[src/rtl/mmio_pkg.sv]
// Shared register map, CTRL bit positions and prescaler width for the MMIO timer.
package mmio_pkg;

    localparam int DATA_W     = 32;
    localparam int ADDR_W     = 12;
    localparam int PRESCALE_W = 8;

    typedef enum logic [3:0] {
        OFF_CTRL     = 4'd0,
        OFF_COUNT    = 4'd1,
        OFF_RELOAD   = 4'd2,
        OFF_STATUS   = 4'd3,
        OFF_PRESCALE = 4'd4
    } reg_off_t;

    localparam int CTRL_EN = 0;
    localparam int CTRL_AR = 1;
    localparam int CTRL_IE = 2;

    function automatic logic [DATA_W-1:0] ctrl_word(input logic en, input logic ar, input logic ie);
        ctrl_word = '0;
        ctrl_word[CTRL_EN] = en;
        ctrl_word[CTRL_AR] = ar;
        ctrl_word[CTRL_IE] = ie;
    endfunction

endpackage

[src/rtl/mmio_timer_tick_gen.sv]
// Prescaler: pulses tick once every limit+1 enabled cycles.
module tick_gen
    import mmio_pkg::*;
(
    input  logic                  clock,
    input  logic                  reset,
    input  logic                  enable,
    input  logic                  clear,
    input  logic [PRESCALE_W-1:0] limit,
    output logic                  tick
);

    logic [PRESCALE_W-1:0] pcnt;

    assign tick = enable && (pcnt == limit);

    always_ff @(posedge clock) begin
        if (reset || clear || !enable) begin
            pcnt <= '0;
        end else if (tick) begin
            pcnt <= '0;
        end else begin
            pcnt <= pcnt + 1'b1;
        end
    end

endmodule

[src/rtl/mmio_timer.sv]
// Memory-mapped countdown timer with prescaler, auto-reload and W1C expiry flag.
// Optional interrupt output enabled by defining MMIO_TIMER_IRQ_EN.
module mmio_timer
    import mmio_pkg::*;
#(
    parameter logic [7:0] BASE_ADDR = 8'hFF
) (
    input  logic              clock,
    input  logic              reset,
    input  logic [ADDR_W-1:0] address,
    input  logic [DATA_W-1:0] data,
    input  logic              wren,
    output logic [DATA_W-1:0] q,
    output logic              irq
);

    logic                  hit;
    logic [3:0]            offset;
    logic                  wr_ctrl, wr_count, wr_reload, wr_status, wr_presc;
    logic                  ctrl_en, ctrl_ar, ctrl_ie;
    logic                  ie_store;
    logic [DATA_W-1:0]     count, reload;
    logic                  expired;
    logic [PRESCALE_W-1:0] prescale;
    logic                  tick, expire;
    logic [DATA_W-1:0]     rd_data_p0;
    logic [DATA_W-1:0]     q_p1;

    assign hit       = (address[11:4] == BASE_ADDR);
    assign offset    = address[3:0];
    assign wr_ctrl   = hit && wren && (offset == OFF_CTRL);
    assign wr_count  = hit && wren && (offset == OFF_COUNT);
    assign wr_reload = hit && wren && (offset == OFF_RELOAD);
    assign wr_status = hit && wren && (offset == OFF_STATUS);
    assign wr_presc  = hit && wren && (offset == OFF_PRESCALE);

`ifdef MMIO_TIMER_IRQ_EN
    assign ie_store = data[CTRL_IE];
    assign irq      = expired & ctrl_ie;
`else
    assign ie_store = 1'b0;
    assign irq      = 1'b0;
`endif

    tick_gen u_tick_gen (
        .clock  (clock),
        .reset  (reset),
        .enable (ctrl_en),
        .clear  (wr_ctrl),
        .limit  (prescale),
        .tick   (tick)
    );

    assign expire = tick && (count == '0);

    always_comb begin
        rd_data_p0 = '0;
        if (hit) begin
            case (offset)
                OFF_CTRL:     rd_data_p0 = ctrl_word(ctrl_en, ctrl_ar, ctrl_ie);
                OFF_COUNT:    rd_data_p0 = count;
                OFF_RELOAD:   rd_data_p0 = reload;
                OFF_STATUS:   rd_data_p0 = {{(DATA_W-1){1'b0}}, expired};
                OFF_PRESCALE: rd_data_p0 = {{(DATA_W-PRESCALE_W){1'b0}}, prescale};
                default:      rd_data_p0 = '0;
            endcase
        end
    end

    always_ff @(posedge clock) begin
        if (reset) begin
            ctrl_en  <= 1'b0;
            ctrl_ar  <= 1'b0;
            ctrl_ie  <= 1'b0;
            count    <= '0;
            reload   <= '0;
            expired  <= 1'b0;
            prescale <= '0;
            q_p1     <= '0;
        end else begin
            // A one-shot expiry only beats a CTRL store that also leaves auto_reload off.
            if (wr_ctrl) begin
                ctrl_ar <= data[CTRL_AR];
                ctrl_ie <= ie_store;
                ctrl_en <= (expire && !ctrl_ar && !data[CTRL_AR]) ? 1'b0 : data[CTRL_EN];
            end else if (expire && !ctrl_ar) begin
                ctrl_en <= 1'b0;
            end

            if (wr_count) begin
                count <= data;
            end else if (tick) begin
                if (count != '0) begin
                    count <= count - 32'd1;
                end else if (ctrl_ar) begin
                    count <= reload;
                end
            end

            if (wr_reload) begin
                reload <= data;
            end
            if (wr_presc) begin
                prescale <= data[PRESCALE_W-1:0];
            end

            if (expire) begin
                expired <= 1'b1;
            end else if (wr_status && data[0]) begin
                expired <= 1'b0;
            end

            // Read stage: q carries the pre-write register value
            q_p1 <= rd_data_p0;
        end
    end

    assign q = q_p1;

endmodule

[config.mk]
export PLATFORM = sky130hd
export DESIGN_NAME = mmio_timer
export DESIGN_NICKNAME = d
export VERILOG_FILES = /design/src/rtl/mmio_pkg.sv /design/src/rtl/mmio_timer_tick_gen.sv /design/src/rtl/mmio_timer.sv
export SDC_FILE = /design/constraint.sdc
export NUM_CORES = 1
export LEC_CHECK = 0
export CAP_MARGIN = 0
export CORE_ASPECT_RATIO = 0.6
export CORE_UTILIZATION = 55
export DETAILED_ROUTE_END_ITERATION = 10
export PLACE_DENSITY = 0.8
export RECOVER_POWER = 25
export SYNTH_ARGS = -nofsm -noshare
export SYNTH_HDL_FRONTEND = slang
export SYNTH_SLANG_ARGS = --single-unit
[constraint.sdc]
create_clock -name clock -period 3.04 [get_ports clock]
set_clock_uncertainty 0.1 [all_clocks]
set_input_delay 0.912 -clock clock [delete_from_list [all_inputs] [get_ports clock]]
set_output_delay 0.912 -clock clock [all_outputs]
set_load 0.02 [all_outputs]
======== Word level (Yosys, flattened, before mapping) ========
Index checks and enable logic that the tools add are counted.
cells by class
  add/subtract/negate cells ............... 2
  equal/unequal tests ..................... 6
  muxes and demuxes ....................... 10
  bitwise logic cells ..................... 1
  reduce and logical (&&, ||, !) cells .... 26
operator list
  cell                     count
  $pmux W32 S5             1
  $mux W32                 4
  $logic_not A32 Y1        1
  $reduce_bool A32 Y1      1
  $sub A32 B1 Y32 const B  1
  $logic_and A1 B1 Y1      11
  $add A8 B1 Y8 const B    1
  $eq A4 B2 Y1 const B     2
  $eq A8 B8 Y1             1
  $eq A8 B8 Y1 const B     1
  $reduce_bool A2 Y1       3
  $mux W1                  5
  $eq A4 B1 Y1 const B     1
  $eq A4 B3 Y1 const B     1
  $logic_not A4 Y1         1
  $reduce_or A2 Y1         2
  $logic_not A1 Y1         3
  $reduce_bool A3 Y1       1
  $logic_or A1 B1 Y1       2
  $reduce_and A2 Y1        1
  $not A1 Y1               1
word-level totals
  register bits after elaboration ......... 115
  output and inout bits ................... 33
  logic and storage cells ................. 53

======== Logic depth before layout (Yosys ltp) ========
Gate-level depths: netlist of run 1.
  depth in word-level cells ............... 7
  depth in mapped cells ................... 10
  mapped depth without buffers ............ 8

======== Cells and area by module ========
A second synthesis of run 1 with hierarchy kept.
second synthesis, totals
  cell total of the unflattened synthesis .. 697
  area, all modules ....................... 5597.9 sq um
modules (own cells, without submodules)
  module      instances  cells each  area each (sq um)  seq. area each (sq um)
  mmio_timer  1          652         5193.7             2142.1
  tick_gen    1          45          404.1              160.2

======== Worst setup path after synthesis of run 1 ========
No wires, ideal clock.
  kind .................................... input to register
  from .................................... input address[1]
  to ...................................... register count[31]
  setup time .............................. 129 ps
  arrival ................................. 2645 ps
  required time ........................... 2811 ps
  slack ................................... 166 ps
  cell stages on the path ................. 8
  buffers on the path ..................... 2
  path through ............................ clkbuf_1 nor4b_4 or4b_1 buf_2 nand4_2 a21oi_1 a221oi_1 nand3_1
between the ends
  word-level cells in the longest chain between the ends .. 4
ends and longest elaborated chain
  what                                                                       line              text
  start: declaration                                                         mmio_timer.sv:10  input logic [ADDR_W-1:0] address,
  $eq A4 B1 Y1 (*)                                                           mmio_timer.sv:32  assign wr_count = hit && wren && (offset == OFF_COUNT);
  $logic_and A1 B1 Y1 (*)                                                    mmio_timer.sv:32
  $reduce_bool A3 Y1 (no line) / $reduce_bool A2 Y1 (equally long branches)  -
  $reduce_and A2 Y1 (no line)                                                -
  end signal: assignment                                                     mmio_timer.sv:91  count <= data;
  end signal: assignment                                                     mmio_timer.sv:94  count <= count - 32'd1;
  end signal: assignment                                                     mmio_timer.sv:96  count <= reload;
  end: declaration                                                           mmio_timer.sv:22  logic [DATA_W-1:0] count, reload;
Mark *: on every way between the ends. The rest lies on a longest branch, timed or not.
A chain may end at the register's enable or synchronous reset.

======== Final worst setup path of run 1 ========
  from .................................... input address[3]
  to ...................................... register count[7]
The elaborated chain is that of the path after synthesis.

==> results.md, run 1 <==
- Status: complete, no violations
- Total negative slack: 0 ps
- Synth Area in Compound Gates: a little over a fifth
- Clock transition at path regs: 50 ps
- Mux cell area share after synthesis: less than 1%
- Row count: 28
- Maxcap violations: 0
- Min-delay worst type: reg -> reg
- Routed wire length: about 19,000 um
- Clock Latency Late Sink: 420 ps
- Max IR drop VDD: 398.8 uV
- Layout Utilization: about three quarters
- GR Layer Usage met1: 49.74%
- Syn_area_per_cell: 7.966 um2
- Synth-to-Final Area Change: 31.55%
- EDFF count, synth: 0
- Largest net degree at the start of global routing: just over 50
- CORE AREA: 9844 um2
- Most common flop cell mapped by yosys: dfxtp_1
- Worst r2r dst: count[17]
- Port Buffer Count: 78
- CTS Sinks: between 100 and 150
- Post-Synth XOR/XNOR Area: 4.705%
- Area of the multi-input gates: roughly 3000 um2
- Slew HR: 52.11%
- Starting density of the core: 56.72%
- Vias in the first global route: 5,583
- Drt drc: 0
- Wirelength per Cell: 19.64 um
- Worst slew pin tran: 711.7 ps
- Max H-tree Level: 4
- Final instance area: 7346 um2
- Startpoint Class: input pin
- Antenna viol nets, final: 0
- Buffer count from post-CTS setup fixing: 0
- Setup crit end kind: register
- Die X: 132.1 um
- Busiest grt layer: met2
- Final estimated routing congestion in global placement: 0.9477
- Worst Hold Endpoint: reload[18]
- Fin worst setup slack: 131.7 ps
- Adder-cell share of the synthesized area: less than 1%
- Seq/Total Area, Yosys: about 41%
- Grt ovf: 0
- R2R Setup Slk: 180 ps
- Setup CP Type: in -> reg
- CTS Hold Bufs: 0
- Ant diodes: 0
- Antenna violations before repair: 0
- Root Buffer: clkbuf_16
- GRT Overall Usage: between 30% and 40%
- FF+latch count, synth: 115
- Die Ht: around 80 um
- Main combinational cell family by area after synthesis: simple AND/OR/NAND/NOR gates
- Slew Limit Fails: 0
- Hold Startpoint: reload[18]
- Hold Vio Cnt, Final: 0
- Fin nets: 845
- Critical Path RT: 3240 ps
- Synth Warn #: 0
- Via Count: ~6,000
- Post-synthesis cell type count: 67
- Simple-Gate Fraction of Synth Area: 26.82%
- Critical path peak fanout: 11
- HPWL Detailed: 12,720 um
- Fraction of registers with async set/reset: 0%
- Final hold slack: 372.5 ps
- Fill count: 745
- Max clock buf depth: 2
- Place WS: -306.5 ps
- Met2 Use GR: between 50% and 60%
- RSZ-0062 raised after global routing: no
- Setup violations, final: 0
- First-pass GRT wire length: 29,190 um
- Die area: 10,570 um2
- Hold path cells: 2
- Total power: 3.736 mW
- Critical Path AT: between 3000 and 4000 ps
- Leak pwr: about 2.8 nW
- I/O pin total: 80
- Post-Syn Instances: around 700
- Worst r2r src: count[24]
- DP Area: around 6700 um2
- Synth Cell Area: 5584 um2
- TritonCTS Buffers: 17
- Placed cells: 911
- Period utilisation layout: around 96%
- Min cycle time layout: 2908 ps
- Iter 0 DRT Violations: 772
- First-pass detailed-route iteration total: 5
- Pwr dens: ~510 nW/um2
- Post-Layout Cell Count: 942
- Upper clock frequency limit: 343.8 MHz
- Mapped Nets: 751
- DR vias/cell: 6.276
- Layout cells sized above 1: 12.76%
- FF+latch area: 2302 um2
- CTS tree: yes
- Worst r2r path cells: 7
- Met3 Use GR: 9.848%
cell families (layout without fill, tap and decap cells):
family          after synthesis  after routing
flops                       115            115
mux                           3              3
simple gates                311            311
compound gates              183            183
fa+ha+maj                     3              3
xor+xnor                     30             30
other cells                   1              1
buf+inv                      55            161
sequential cells by signal (all words and copies together) (netlist names):
register         cells
q                   32
ctrl_ar              1
count               32
expired              1
reload              32
u_tick_gen.pcnt      8
prescale             8
ctrl_en              1
worst max-delay path by stage:
stage / start / endpoint / slack [ps]
floorplan: address[1] / count[31] / 170
global placement: address[1] / count[14] / -170
detailed placement: address[3] / count[14] / -310
CTS: address[3] / count[14] / 130
global route: address[3] / count[14] / 20
finish: address[3] / count[7] / 130
power breakdown:
group	switching, mW	total [mW]	leakage [nW]	internal, mW
Sequential	0.000177	1.51	0.926	1.51
Combinational	0.0693	0.142	1.56	0.0726
Clock	0.715	2.09	0.299	1.37
Total	0.785	3.74	2.78	2.95
metal layers:
layer  vias to the layer above  wire length (um)
met3                        29              2107
met1                      2774              8371
met2                       393              7794
met5                         -                 0
met4                         0               227
li1                       2716                 -
layout make-up:
| cell class | instances | area share, % |
|---|---|---|
| timing repair buffer | 124 | 15.94 |
| clock inverter | 8 | 1.703 |
| tap | 135 | 2.299 |
| multi-input combinational | 531 | 41.76 |
| sequential | 115 | 31.34 |
| clock buffer | 23 | 6.643 |
| inverter | 6 | 0.3066 |
worst max-delay path, cell delays in order:
cell and delay (ps):
clkdlybuf4s50_1 490, nor4b_4 310, or4b_4 530, buf_4 170, o21ai_0 70, buf_4 230, nor2_1 70, nor4_1 320
Yosys cell counts (3+ instances only):
cell / n / area, um2
nand2_1: 128 / 480.5
dfxtp_1: 115 / 2302
nor2_1: 79 / 296.5
a21oi_1: 68 / 340.3
clkbuf_1: 39 / 146.4
a22oi_1: 34 / 255.2
nor3_1: 23 / 115.1
o21ai_0: 20 / 100.1
xor2_1: 18 / 157.7
nand3_1: 14 / 70.07
xnor2_1: 12 / 105.1
nor4_1: 11 / 68.82
nand4_1: 10 / 62.56
a31oi_1: 9 / 56.30
a222oi_1: 7 / 70.07
and3_1: 7 / 43.79
buf_2: 7 / 35.03
inv_1: 6 / 22.52
or4_1: 6 / 45.04
o211ai_1: 5 / 37.54
o221a_2: 5 / 56.30
a211oi_1: 4 / 30.03
o31ai_1: 4 / 30.03
or3_1: 4 / 25.02
and2_1: 3 / 18.77
buf_4: 3 / 22.52
ha_1: 3 / 37.54
o21bai_1: 3 / 22.52
cell usage in the layout, fill, tap and decap left out, drive strengths merged, types with 5 or more instances in the layout:
master,synthesis,final
a22oi,34,34
xnor2,12,12
a31oi,9,9
o211ai,5,5
nand3,15,15
buf,10,46
nor2,80,80
a21oi,70,70
dfxtp,115,115
xor2,18,18
nor4,14,14
o21ai,22,22
clkdlybuf4s50,0,45
nand4,12,12
clkbuf,39,24
nand2,129,129
inv,6,6
and3,7,7
dlygate4sd3,0,32
nor3,23,23
a222oi,7,7
or4,7,7
o221a,5,5
repair_timing:
action | CTS | global route
gates resized for setup | 0 | 2
endpoints found under the setup margin | 0 | 1
hold endpoints to repair | 0 | 0
(Power assumes the default switching activity.)
==> run 2, diff against run 1 <==
SYNTH_HIERARCHICAL = 1   (was default)
==> run 2 against run 1 <==
Compared with the run above:
- critical path depth shrank 1
- count of clock-buffer cells in the layout fell by 1
- largest cell class unchanged
- largest power group unchanged
- first-iteration DRC count is 4.3% lower
- power is 0.36% higher
- via count shrank 0.22%
- utilization down 0.21 points
- die area rose by 0.24%
- combinational power down 4%
==> results.md, run 2 <==
- Post-synthesis cell type count: between 60 and 70
- Fraction of registers with async set/reset: 0%
- Port Buffer Count: 78
- Largest net degree at the start of global routing: 37
- HPWL Detailed: between 10,000 and 15,000 um
- Iter 0 DRT Violations: 739
- Clock transition at path regs: about 50 ps
- Synth top area share: 41.13%
- CORE AREA: 9879 um2
- Total negative slack: 0 ps
- Mapped Nets: around 750
- Upper clock frequency limit: approximately 350 MHz
- FF+latch count, synth: 115
- EDFF count, synth: 0
- Die area: 10,600 um2
- Final estimated routing congestion in global placement: slightly below 1
- Routed wire length: 18,030 um
- Layout cells sized above 1: between 10 and 15%
- TritonCTS Buffers: 17
- Max clock buf depth: 2
- Wirelength per Cell: 19.22 um
- Setup CP Type: in -> reg
- Antenna violations before repair: 0
- Min cycle time layout: 2885 ps
- Most common cell in the netlist: dfxtp_1
- Fin nets: between 800 and 900
- Starting density of the core: 56.66%
- Commonest non-fill, non-tap cells in the layout: 115 x dfxtp_1, 102 x nand2_1, 77 x nor2_1, 77 x a21oi_1, 52 x buf_4
- Post_cts resized: 0
- Final hold slack: 369.2 ps
- CP Launch Point: address[1]
- Hold Vio Cnt, Final: 0
- Buffer count from post-CTS setup fixing: 0
- Setup violations, final: 0
- Syn_area_per_cell: 8.031 um2
- Leak pwr: 2.706 nW
- Vias in the first global route: 5,439
- Seq/Total Area, Yosys: 41.13%
- Post-Syn Instances: 697
- Slew HR: 58.30%
- Via Count: 5,899
- Root Buffer: clkbuf_16
- Synth Warn #: 6
- Critical Path RT: 3270 ps
- Die X: 132.2 um
- Pwr dens: 510.1 nW/um2
- CTS Sinks: 115
- Commonest non-fill, non-tap cell in the layout: dfxtp_1
- RSZ-0062 raised after global routing: no
- First-pass GRT wire length: 28,610 um
- Min-delay worst type: reg -> reg
- Slew Limit Fails: 0
- R2R Setup Slk: between 200 and 250 ps
- Antenna viol nets, final: 0
- Worst r2r src: count[14]
- Worst setup endpoint: q[0]
- Synth Cell Area: 5598 um2
- Cell taking the most area after synthesis: dfxtp_1
- Period utilisation layout: 94.90%
- Synth-to-Final Area Change: 31.31%
- Status: complete, no violations
- Row count: 28
- I/O pin total: 80
- Worst slew pin tran: 625.5 ps
- Maxcap violations: 0
- First-pass detailed-route iteration total: 5
- Most common flop cell mapped by yosys: dfxtp_1
- Clock Latency Late Sink: about 420 ps
- Max H-tree Level: 4
- Critical path peak fanout: 17
- Largest cells by area after synthesis: dfxtp_1 41%, a21oi_1 6.9%, nand2_1 6.8%
- Worst r2r dst: count[9]
- Startpoint Class: input pin
- Critical Path AT: 3110 ps
- CTS Hold Bufs: 0
- Grt ovf: 0
- Total power: 3.750 mW
- Ant diodes: 0
- GRT Overall Usage: 34.84%
- CTS tree: yes
- Die Ht: approximately 80 um
- DR vias/cell: 6.289
- Setup crit end kind: register
- Drt drc: 0
- Worst r2r path cells: 6
- Post-synth top cells: 115 x dfxtp_1, 102 x nand2_1, 78 x nor2_1, 77 x a21oi_1, 47 x clkbuf_1
- Max IR drop VDD: 475.1 uV
-- run 2: changes by cell type in the layout (fill, tap and decap cells not counted), sizes merged, moves of 5 or more --
| cell | change |
|---|---|
| nand2 | -27 |
| a221o | +5 |
| xnor2 | +7 |
| a21oi | +7 |
| a31oi | -6 |
| a222oi | -5 |
| o21ai | -9 |
| buf | +8 |
| mux2i | +13 |
| nand3b | +12 |
| or3 | +7 |
| o221a | -5 |
-- run 2: worst min-delay path by stage --
stage                     startpoint         end  slack [ps]  cells past startpoint
after floorplan           reload[16]   count[16]         330                      2
after global placement    reload[14]  reload[14]         360                      2
after detailed placement  reload[14]  reload[14]         360                      2
after CTS                 reload[14]  reload[14]         370                      2
after global routing      reload[14]  reload[14]         380                      2
final                     reload[14]  reload[14]         370                      2
-- run 2: routing by layer --
metal	vias to the layer above	wire length (um)	track usage (%)
li1	2687	-	-
met1	2786	7901	48.03
met2	397	7848	53.54
met3	29	2043	8.460
met4	0	233	11.26
met5	-	0	0
-- run 2: area by class of cell --
cell class,instances,area (um2)
multi-input combinational,517,3044
timing repair buffer,132,1190
fill,727,2529
inverter,7,26.28
clock buffer,22,464.2
tap,135,168.9
sequential,115,2302
clock inverter,10,155.1
-- run 2: worst max-delay path, cell delays in order --
cell,delay (ps)
clkdlybuf4s50_1,470
buf_4,200
nor4b_1,390
clkbuf_1,530
o2111ai_2,180
buf_4,240
a21oi_1,190
-- run 2: cells by family (layout without fill, tap and decap cells) --
logic type	after synthesis	in the layout	share of synthesized area [%]
AOI/OAI and AO/OA	166	166	19.18
xor gates and xnor gates	33	33	5.163
adders and majority gates	3	3	0.6706
buffers and inverters	65	171	4.895
DFF	115	115	41.13
muxes	15	15	2.704
other	1	1	0.06699
and+or+nand+nor	299	299	26.20
-- run 2: power breakdown --
| group | internal [mW] | leakage, nW | switching (mW) |
|---|---|---|---|
| combinational | 0.0683 | 1.48 | 0.0673 |
| sequential | 1.51 | 0.926 | 0.000168 |
| clock | 1.41 | 0.300 | 0.698 |
-- run 2: metrics by stage --
step                      std cells  instance area (um2)  utilization (%)  setup slack [ps]
after global placement          906                 6741            68.24             3.960
after CTS                       938                 7361            74.51             228.7
after detailed placement        906                 6741            68.24            -51.97
final                           938                 7351            74.40             155.2
after global routing            938                 7351            74.40             56.69
after floorplan                 697                 5604                -             173.1
==> run 3, diff against run 2 <==
CTS_CLUSTER_SIZE = 14   (was default)
SETUP_SLACK_MARGIN = 0.3   (was default)
==> run 3 against run 2 <==
Compared with the run above:
- the run now ends with design-rule violations left
- register-to-register slack gained 150 ps
- combinational power barely moved
- cell count shrank 0.32%
- global-route usage down 0.87 points
- power is 2.6% lower
- die area is the same
- via count shrank 0.83%
- count of clock-buffer cells in the layout fell by 1
- critical path type unchanged
- critical endpoint is now prescale[0]
- highest routed layer unchanged
==> results.md, run 3 (synthesis results as in run 2) <==
- Critical Path AT: between 3000 and 4000 ps
- CTS Sinks: approximately 120
- Met3 Use GR: approximately 9.0%
- Worst Hold Endpoint: reload[7]
- Final estimated routing congestion in global placement: 0.9088
- Upper clock frequency limit: about 350 MHz
- Worst r2r dst: count[9]
- Iter 0 DRT Violations: 722
- Layout Utilization: 74.56%
- Die Ht: 80.15 um
- Ant diodes: 0
- Die area: 10,600 um2
- HPWL Detailed: 12,200 um
- Pwr dens: a little under 500 nW/um2
- Min cycle time layout: 2869 ps
- Antenna viol nets, final: 0
- Hold Startpoint: reload[7]
- Largest net degree at the start of global routing: 36
- Antenna violations before repair: 0
- R2R Setup Slk: 390 ps
- Crit path cell chain: clkdlybuf4s50_1 > buf_4 > nor4b_1 > nor2b_1 > buf_4 > mux2i_1 > nor2_1
- Critical Path RT: approximately 3200 ps
- Hold Vio Cnt, Final: 0
- Hold path cells: 2
- Placed cells: 903
- Setup CP Type: in -> reg
- Root Buffer: clkbuf_16
- Drt drc: 2
- Max clock buf depth: 2
- Post-Layout Cell Count: between 900 and 1,000
- Max IR drop VDD: 449.3 uV
- RSZ-0062 raised after global routing: yes
- Fin nets: 838
- Worst slew pin tran: 741.5 ps
- Row count: 28
- CTS tree: yes
- Clock Latency Late Sink: 410 ps
- Grt ovf: 0
- Slew Limit Fails: 0
- Status: finished, violations left
- GR Layer Usage met1: 46.97%
- Setup crit end kind: register
- CORE AREA: between 9000 and 10,000 um2
- Layout cells sized above 1: 13.25%
- TritonCTS Buffers: 17
- Maxcap violations: 0
- Via Count: 5,850
- Busiest grt layer: met2
- Leak pwr: 2.610 nW
- Slowest stage delay, CP: 670 ps
- Startpoint Class: input pin
- CTS Hold Bufs: 0
- Commonest non-fill, non-tap cell in the layout: dfxtp_1
- Met2 Use GR: a little over half
- Max H-tree Level: 4
- Failing checks: design-rule violations
- CP Launch Point: address[1]
- Vias in the first global route: 5,381
- Min-delay worst type: reg -> reg
- Commonest non-fill, non-tap cells in the layout: 115 x dfxtp_1, 100 x nand2_1, 77 x nor2_1, 77 x a21oi_1, 71 x clkdlybuf4s50_1
- GRT Overall Usage: 33.97%
- Fill count: 750
- Port Buffer Count: 78
- CP max-delay cell: nor4b_1
- Starting density of the core: roughly 57%
- Die X: 132.2 um
- Clock transition at path regs: about 50 ps
- Worst r2r src: count[16]
- Setup violations, final: 0
- First-pass GRT wire length: 27,950 um
- I/O pin total: 80
- Total negative slack: 0 ps
- Synth-to-Final Area Change: 31.58%
- Routed wire length: 17,730 um
- Wirelength per Cell: between 15 and 20 um
- Slew HR: 49.87%
- Critical path peak fanout: 8
- Most used cell, CP: buf_4
- Worst r2r path cells: 7
- First-pass detailed-route iteration total: 9
- Period utilisation layout: 94.38%
- DR vias/cell: approximately 6.3
-- run 3: cell types whose count changed in the layout (fill, tap and decap cells not counted), moves of 2 or more --
cell and delta:
nor4_1 -2, clkbuf_1 -2, nand2_2 +2, dlygate4sd3_1 -28, buf_4 -3, clkdlybuf4s50_1 +26, nor4_2 +2, nand2_1 -2
dlymetal6s2s_1 +2
-- run 3: metal layers --
metal | part of all wire [%] | up-vias
met3 | 11 | 28
li1 | - | 2683
met1 | 45 | 2767
met2 | 43 | 372
met5 | 0 | -
met4 | 1.2 | 0
-- run 3: stage by stage --
| step | total power, mW | hold WS, ps | worst slack, ps | instance area (um2) |
|---|---|---|---|---|
| 3_5_place_dp | 1.673 | 362.8 | -144.2 | 6753 |
| 3_3_place_gp | 1.671 | 357.0 | -67.48 | 6753 |
| 6_report | 3.654 | 371.4 | 170.8 | 7366 |
| 2_1_floorplan | 1.580 | 331.8 | 274.3 | 5622 |
| 4_1_cts | 3.658 | 370.8 | 291.1 | 7355 |
| 5_1_grt | 3.732 | 391.4 | 158.4 | 7366 |
-- run 3: how the worst max path moves through the flow --
stage,to,slack (ps)
after floorplan,count[22],270
after global placement,count[20],-70
after detailed placement,count[25],-140
after CTS,count[23],290
after global routing,prescale[0],160
final,prescale[0],170
-- run 3: area by class of cell --
| class | count | area [um2] | share of cell area [%] |
|---|---|---|---|
| clock buffer | 21 | 460.4 | 6.251 |
| multi-input combinational | 517 | 3082 | 41.84 |
| inverter | 7 | 26.28 | 0.3567 |
| clock inverter | 10 | 132.6 | 1.801 |
| timing repair buffer | 130 | 1194 | 16.21 |
| tap | 135 | 168.9 | 2.293 |
| sequential | 115 | 2302 | 31.26 |
-- run 3: critical path, delay by kind of cell --
family / cells / cell delay (ps)
buffers and inverters: 3 / 910
muxes: 1 / 260
and+or+nand+nor: 3 / 960
-- run 3: what timing repair did --
item                                    CTS  global route
resized for setup                         2             9
pin swaps                                 0             2
buffers inserted                          0             1
endpoints found under the setup margin    5            25
endpoints found under the hold margin     0             0
-- run 3: where the power goes --
group | switching (mW) | internal [mW] | total, mW | leakage, nW
clock | 0.691 | 1.32 | 2.01 | 0.285
sequential | 0.000155 | 1.51 | 1.51 | 0.926
combinational | 0.0664 | 0.0684 | 0.135 | 1.40
